<file path="src/rtl/mem_byte_serializer.sv">
// Byte-serialising adapter between a 32-bit load/store core port and a byte-wide memory.
// Each access issues 1, 2 or 4 little-endian byte requests, one outstanding at a time.
module mem_byte_serializer #(
  parameter int ADDR_WIDTH = 13
) (
  input  logic                  i_clk,
  input  logic                  i_rst_n,
  input  logic                  i_request,
  input  logic                  i_write,
  input  logic [1:0]            i_size,
  input  logic                  i_unsigned,
  input  logic [ADDR_WIDTH-1:0] i_address,
  input  logic [31:0]           i_wdata,
  output logic                  o_busy,
  output logic                  o_done,
  output logic [31:0]           o_rdata,
  output logic                  o_mem_request,
  output logic                  o_mem_write,
  output logic [ADDR_WIDTH-1:0] o_mem_address,
  output logic [7:0]            o_mem_data,
  input  logic [7:0]            i_mem_data,
  input  logic                  i_mem_data_DV
);

  localparam logic [1:0] ST_IDLE = 2'd0;
  localparam logic [1:0] ST_REQ  = 2'd1;
  localparam logic [1:0] ST_WAIT = 2'd2;
  localparam logic [1:0] ST_DONE = 2'd3;

  logic [1:0]            state_q, state_d;
  logic [1:0]            k_q, k_d;
  logic [1:0]            last_q, last_d;
  logic                  write_q, write_d;
  logic [1:0]            size_q, size_d;
  logic                  zext_q, zext_d;
  logic [ADDR_WIDTH-1:0] addr_q, addr_d;
  logic [31:0]           wdata_q, wdata_d;
  logic [31:0]           asm_q, asm_d;
  logic [31:0]           rdata_q, rdata_d;
  logic                  mem_write_q, mem_write_d;
  logic [ADDR_WIDTH-1:0] mem_addr_q, mem_addr_d;
  logic [7:0]            mem_data_q, mem_data_d;

  logic [1:0]  k_inc;
  logic [31:0] asm_next;

  always_comb begin
    // NOTE: every signal gets its hold value first so no path leaves it unassigned (no latches).
    state_d     = state_q;
    k_d         = k_q;
    last_d      = last_q;
    write_d     = write_q;
    size_d      = size_q;
    zext_d      = zext_q;
    addr_d      = addr_q;
    wdata_d     = wdata_q;
    asm_d       = asm_q;
    rdata_d     = rdata_q;
    mem_write_d = mem_write_q;
    mem_addr_d  = mem_addr_q;
    mem_data_d  = mem_data_q;

    k_inc    = k_q + 2'd1;
    asm_next = asm_q;
    asm_next[{k_q, 3'b000} +: 8] = i_mem_data;

    case (state_q)
      ST_IDLE: begin
        if (i_request) begin
          write_d     = i_write;
          size_d      = i_size;
          zext_d      = i_unsigned;
          addr_d      = i_address;
          wdata_d     = i_wdata;
          k_d         = 2'd0;
          last_d      = (i_size == 2'b00) ? 2'd0 : (i_size == 2'b01) ? 2'd1 : 2'd3;
          asm_d       = '0;
          mem_write_d = i_write;
          mem_addr_d  = i_address;
          mem_data_d  = i_wdata[7:0];
          state_d     = ST_REQ;
        end
      end
      ST_REQ: state_d = ST_WAIT;
      ST_WAIT: begin
        if (i_mem_data_DV) begin
          if (!write_q) asm_d = asm_next;
          if (k_q == last_q) begin
            state_d = ST_DONE;
            if (!write_q) begin
              // Extension is applied to the freshly completed assembly, including this byte.
              case (size_q)
                2'b00:   rdata_d = {{24{asm_next[7] & ~zext_q}}, asm_next[7:0]};
                2'b01:   rdata_d = {{16{asm_next[15] & ~zext_q}}, asm_next[15:0]};
                default: rdata_d = asm_next;
              endcase
            end
          end else begin
            k_d        = k_inc;
            mem_addr_d = addr_q + ADDR_WIDTH'(k_inc);
            mem_data_d = wdata_q[{k_inc, 3'b000} +: 8];
            state_d    = ST_REQ;
          end
        end
      end
      ST_DONE: state_d = ST_IDLE;
      default: state_d = ST_IDLE;
    endcase
  end

  // NOTE: the assembly buffer is a plain register, so it is reset along with the control state.
  always_ff @(posedge i_clk or negedge i_rst_n) begin
    if (!i_rst_n) begin
      state_q     <= ST_IDLE;
      k_q         <= '0;
      last_q      <= '0;
      write_q     <= 1'b0;
      size_q      <= '0;
      zext_q      <= 1'b0;
      addr_q      <= '0;
      wdata_q     <= '0;
      asm_q       <= '0;
      rdata_q     <= '0;
      mem_write_q <= 1'b0;
      mem_addr_q  <= '0;
      mem_data_q  <= '0;
    end else begin
      // NOTE: non-blocking updates so every flop samples the pre-edge values of the others.
      state_q     <= state_d;
      k_q         <= k_d;
      last_q      <= last_d;
      write_q     <= write_d;
      size_q      <= size_d;
      zext_q      <= zext_d;
      addr_q      <= addr_d;
      wdata_q     <= wdata_d;
      asm_q       <= asm_d;
      rdata_q     <= rdata_d;
      mem_write_q <= mem_write_d;
      mem_addr_q  <= mem_addr_d;
      mem_data_q  <= mem_data_d;
    end
  end

  assign o_busy        = (state_q != ST_IDLE);
  assign o_done        = (state_q == ST_DONE);
  assign o_mem_request = (state_q == ST_REQ);
  assign o_mem_write   = mem_write_q;
  assign o_mem_address = mem_addr_q;
  assign o_mem_data    = mem_data_q;
  assign o_rdata       = rdata_q;

endmodule

</file>
<file path="config.mk">
export PLATFORM = sky130hd
export DESIGN_NAME = mem_byte_serializer
export DESIGN_NICKNAME = d
export VERILOG_FILES = /design/src/rtl/mem_byte_serializer.sv
export SDC_FILE = /design/constraint.sdc
export NUM_CORES = 1
export LEC_CHECK = 0
export ABC_AREA = 1
export CORE_ASPECT_RATIO = 1.4
export CORE_MARGIN = 2
export CORE_UTILIZATION = 45
export CTS_BUF_LIST = sky130_fd_sc_hd__clkbuf_2 sky130_fd_sc_hd__clkbuf_4 sky130_fd_sc_hd__clkbuf_8
export CTS_CLUSTER_SIZE = 20
export DETAILED_ROUTE_END_ITERATION = 8
export GPL_ROUTABILITY_DRIVEN = 0
export PLACE_DENSITY = 0.69
export SLEW_MARGIN = 30
export SYNTH_ARGS = -nofsm -noshare
export SYNTH_HDL_FRONTEND = slang
export SYNTH_SLANG_ARGS = --single-unit
</file>
<file path="constraint.sdc">
create_clock -name i_clk -period 3 [get_ports i_clk]
set_input_delay 0.6 -clock i_clk [delete_from_list [all_inputs] [get_ports i_clk]]
set_output_delay 0.6 -clock i_clk [all_outputs]
set_load 0.05 [all_outputs]
</file>
After elaboration in Yosys (flattened, before gate mapping)
Cells that the tools add are included.

Order comparisons: 0. Reductions and logical operators: 10. Divide/modulo/power cells: 0. Equality and inequality tests: 10. $mul: 0. Bitwise operators: 4. $add $sub $neg: 3. Shift operators: 3. Multiplexer cells: 24.

Operators by type and width (number): case mux 32 bit (2 select lines) (2); two-way mux 32 bit (3); two-way mux 13 bit (3); bitwise mux 32 bit (1); variable shift 8 x 7 -> 32 bit (first input constant) (1); variable part select 32 x 6 -> 8 bit (1); variable part select 8 x 7 -> 32 bit (1); case mux 13 bit (2 select lines) (1); two-way mux 8 bit (3); two-way mux 2 bit (8); case mux 8 bit (2 select lines) (1); adder 13 x 2 -> 13 bit (1); AND reduction 4 bit (3); inequality test 2 bit (second input constant) (4); case mux 2 bit (4 select lines) (1); negator 5 -> 7 bit (1); == test 2 x 1 -> 1 bit (second input constant) (3); logical NOT 2 bit (3); == test 2 bit (second input constant) (2); case mux 2 bit (2 select lines) (1); AND reduction 2 bit (2); nonzero test 2 bit (2); adder 2 x 1 -> 2 bit (second input constant) (1); bitwise AND 1 bit (2); 2 further kinds (3).

Register bits: 140. Output and inout bits: 57. Memories: 0. Bits in latches: 0. Memory bits (writable): 0. Memory bits (read-only): 0. Logic and storage cells: 66.

Logic depth before layout (Yosys ltp)
Word-level depth: 6. Mapped depth: 15.

Worst setup path before layout
No wires, ideal clock.

Kind: register to register. Start: reg k_q[0]. End: reg mem_addr_q[10], in the netlist o_mem_address[10]. Buffers on the path: 3. Path slack: 518 ps. Arrival: 2365 ps. Data required time: 2882 ps. Period minus slack after synthesis: 2482 ps. Cell stages (with the launch flop): 16. Path through: dfrtp_1 > buf_2 > inv_4 > buf_2 > ha_1 > buf_6 > inv_2 > fa_1 > inv_1 > nand3_1 > nor2_1 > nand3_1 > nand2_1 > nand3_1 > nand2_1 > nand2_1.

Word-level cells in the longest chain between the ends: 5. Elaborated cells between the ends (all ways): 8. Classes of those cells: add/sub (2); eq/ne (2); mux (3); reduce/logical (1).

Ends and longest elaborated chain: start: declaration (line 31) `logic [1:0] k_q, k_d;`; start signal: assignment (line 130) `k_q <= k_d;`; adder 2 x 1 -> 2 bit (line 63) `k_inc = k_q + 2'd1;`; adder 13 x 2 -> 13 bit (line 100) `mem_addr_d = addr_q + ADDR_WIDTH'(k_inc);`; two-way mux 13 bit (line 88) `if (k_q == last_q) begin`; two-way mux 13 bit (line 86) `if (i_mem_data_DV) begin`; case mux 13 bit (2 select lines) (line 67) `case (state_q)`; end signal: assignment (line 140) `mem_addr_q <= mem_addr_d;`; end: declaration (line 41) `logic [ADDR_WIDTH-1:0] mem_addr_q, mem_addr_d;`.

Parallel ways exist; a longest one is shown, timed or not. The select of a mux whose other input is x is not followed. A chain may end at the register's enable or synchronous reset.

Worst setup path in the final report
Start: reg state_q[1]. End: out o_mem_request.

Word-level cells in the longest chain between the ends: 1.

Ends and longest elaborated chain: start: declaration (line 30) `logic [1:0] state_q, state_d;`; start signal: assignment (line 129) `state_q <= state_d;`; == test 2 x 1 -> 1 bit (line 147) `assign o_mem_request = (state_q == ST_REQ);`; end: declaration (line 17) `output logic o_mem_request,`.

No other way between the ends.

==> impl_metrics.toml <==
[floorplan]
start_util_pct = 46.1
boundaryPins = 118
die_w_microns = 109
num_rows = 53
die_area_sq_um = 16400
die_h_microns = 151
coreArea_sq_um = 15100

[cts]
root_buffer = "clkbuf_8"
numCtsBuffers = 17
cts.clk_slew.worst_paths_ps = 80
cts_resized = 0
cts_hold_buf = 0
cts_tree = "done"
clock_sinks = 140
clockBufferDepth = 2
h-tree-depth = 4
postCtsSetupRepairBufs = 0
worstSkewPairLatency_ps = 450

[finish]
n_antenna_cell = 0
fillers = 1439
finalCoreUtilization_pct = 57.7
nets = 1090
drive_above_1_share_pct = 6.38
syn_to_final_growth_pct = 25.1

[worst_setup_path]
critPathMaxFanout = 5
crit_path_start_kind = "flop"
crit_type = "flop to output pin"
worstPathRequired_ps = 2400
end_kind = "output pin"
crit_arrival_ps = 1840

[hold_path]
hp-class = "input pin to async pin"

[power]
p_comb_share_pct = 50.2
power.internal_uw = 5000
power_switching_uw = 4430
clock_power_share_pct = 17.3
pwr-share-seq_pct = 32.5
vdd_drop_max_mv = 0.659
p_sw_share_pct = 47.0
power_density_nw_per_um2 = 1090
p_leak_uw = 0.00420

[outcome]
outcome = "finished clean"

[drt]
drc_errors = 0
drt_first_pass_iters = 5
ant_nets = 0
post_drt_wl_per_cell_microns = 13.8
vias = 6080
vias_per_cell = 4.96
wirelength_microns = 16900
drtIter0Drc = 254

[yosys]
yosys.area.top_type = "dfrtp_1"
synthesis.nets = 983
synth.top_cell.area_share_pct = 50.5
synth-seq-cells = 140
synth_cell_types = 32
netlist_area_sq_um = 6940
yosys_warnings = 0
ys.flop_type = "dfrtp_1"
synth.avg_cell_area_sq_um = 7.59
syn_inst = 914
synthTopCellsByArea = "dfrtp_1, nand2_1, o21ai_0, nor2_1, inv_1"
synth_edf_count = 0
yosysSeqAreaShare_pct = 50.5
async_reset_ff_share_pct = 100

[sta]
finalHoldViolCount = 0
timing.setup.tns_ps = 0
period_minus_slack_ps = 2440
max_slew.worst_pin.slew_ps = 641
setup_viol = 0
slew_viol_final = 0
rsz0062_at_grt = "false"
relSlewSlack_pct = 57.3
clock.fmax_mhz = 409
finalClockSkew_ps = 13.6
period_share_pct = 81.5

[run]
maxCapViolCount = 0

[global_routing]
grt-ovfl-total = 0
grt_usage_pct = 21.7
grt_first_pass_wirelength_microns = 27900
antenna_found_initial = 0
grt_max_degree = 69
grt_pass1_vias = 5766

[place]
portBuffers = 117
hpwl_microns = 11900
-- registers in the layout (all words and copies together) (netlist names) --
name,cells
o_rdata,32
o_mem_data,8
zext_q,1
o_mem_address,13
addr_q,13
k_q,2
o_mem_write,1
size_q,2
last_q,2
wdata_q,32
asm_q,32
state_q,2
-- area by class of cell --
type / instances / area (sq um) / share of cell area [%]
flip-flops and latches: 140 / 3500 / 40.4
multi-input cells: 658 / 2920 / 33.6
repair buffers: 132 / 1320 / 15.2
inverters: 72 / 274 / 3.16
clock buffers: 20 / 263 / 3.03
well taps: 192 / 240 / 2.77
clock inverters: 12 / 161 / 1.86
-- layer usage --
layer	track usage, %	vias to the layer above	part of all wire, %
met5	0	-	0
li1	-	3068	-
met4	7.63	0	2.4
met3	4.13	31	4.6
met2	37.8	168	51
met1	26.8	2813	42
-- synth_stat cells (2+ instances only) --
cell type / number
nand2_1: 411
dfrtp_1: 140
nor2_1: 64
inv_1: 63
o21ai_0: 60
nand3_1: 39
a21oi_1: 16
buf_2: 15
clkbuf_1: 15
o22ai_1: 13
o21ai_1: 11
nand3b_1: 10
buf_4: 7
ha_1: 7
buf_6: 5
o211ai_1: 5
inv_2: 4
nand2_2: 4
xor2_1: 4
clkinv_1: 3
nand4_1: 3
buf_1: 2
nand3_4: 2
nor2_4: 2
xnor2_1: 2
-- cells in the final DEF, fill, tap and decap left out, types with 5 or more instances in the layout --
cell type / count
inv_1: 63
nand2_1: 411
o22ai_1: 13
a21oi_1: 16
o21ai_1: 11
clkdlybuf4s50_1: 116
o21ai_0: 60
nand3b_1: 10
buf_4: 12
clkbuf_8: 18
o211ai_1: 5
nand3_1: 39
nor2_1: 64
dfrtp_1: 140
ha_1: 7
-- worst max-delay path, stage by stage, from the launching register on --
cell and delay (ps):
dfrtp_1 430, nor2_1 150, clkdlybuf4s50_1 820
-- power groups by stage --
stage	combinational, uW	clock [uW]	sequential, uW
finish	4730	1630	3070
global route	5190	1740	3170
CTS	4770	1660	3070
detailed placement	4750	0	3090
global placement	4690	0	3090
floorplan	2300	0	4130
-- logic make-up (layout without fill, tap and decap cells) --
family	after synthesis	after routing	share of synthesized area, %
fa+ha+maj	8	8	1.55
xor+xnor	6	6	0.757
flops	140	140	50.5
buf+inv	116	236	7.52
simple gates	537	537	31.3
compound gates	107	107	8.40
-- metrics by stage --
| step | area [sq um] | hold WS (ps) | instances | power [uW] | setup slack (ps) |
|---|---|---|---|---|---|
| after floorplan | 6940 | 304 | 914 | 6430 | 518 |
| after global placement | 8260 | 457 | 1194 | 7780 | 696 |
| after detailed placement | 8260 | 464 | 1194 | 7840 | 686 |
| after CTS | 8680 | 161 | 1226 | 9500 | 533 |
| after global routing | 8680 | 172 | 1226 | 10100 | 469 |
| final | 8680 | 135 | 1226 | 9430 | 555 |
-- path summary, 6_finish.rpt --
kind	start	end	slack (ps)	cells after the start
worst max-delay path	state_q[1]	o_mem_request	560	2
worst min-delay path	i_rst_n	wdata_q[29]	140	1
worst max register to register	k_q[1]	o_mem_address[12]	700	12
worst min register to register	o_rdata[1]	o_rdata[1]	480	2
max in group asynchronous	i_rst_n	o_rdata[28]	2160	2
min in group i_clk	o_rdata[1]	o_rdata[1]	480	2
(Power assumes the default switching activity.)
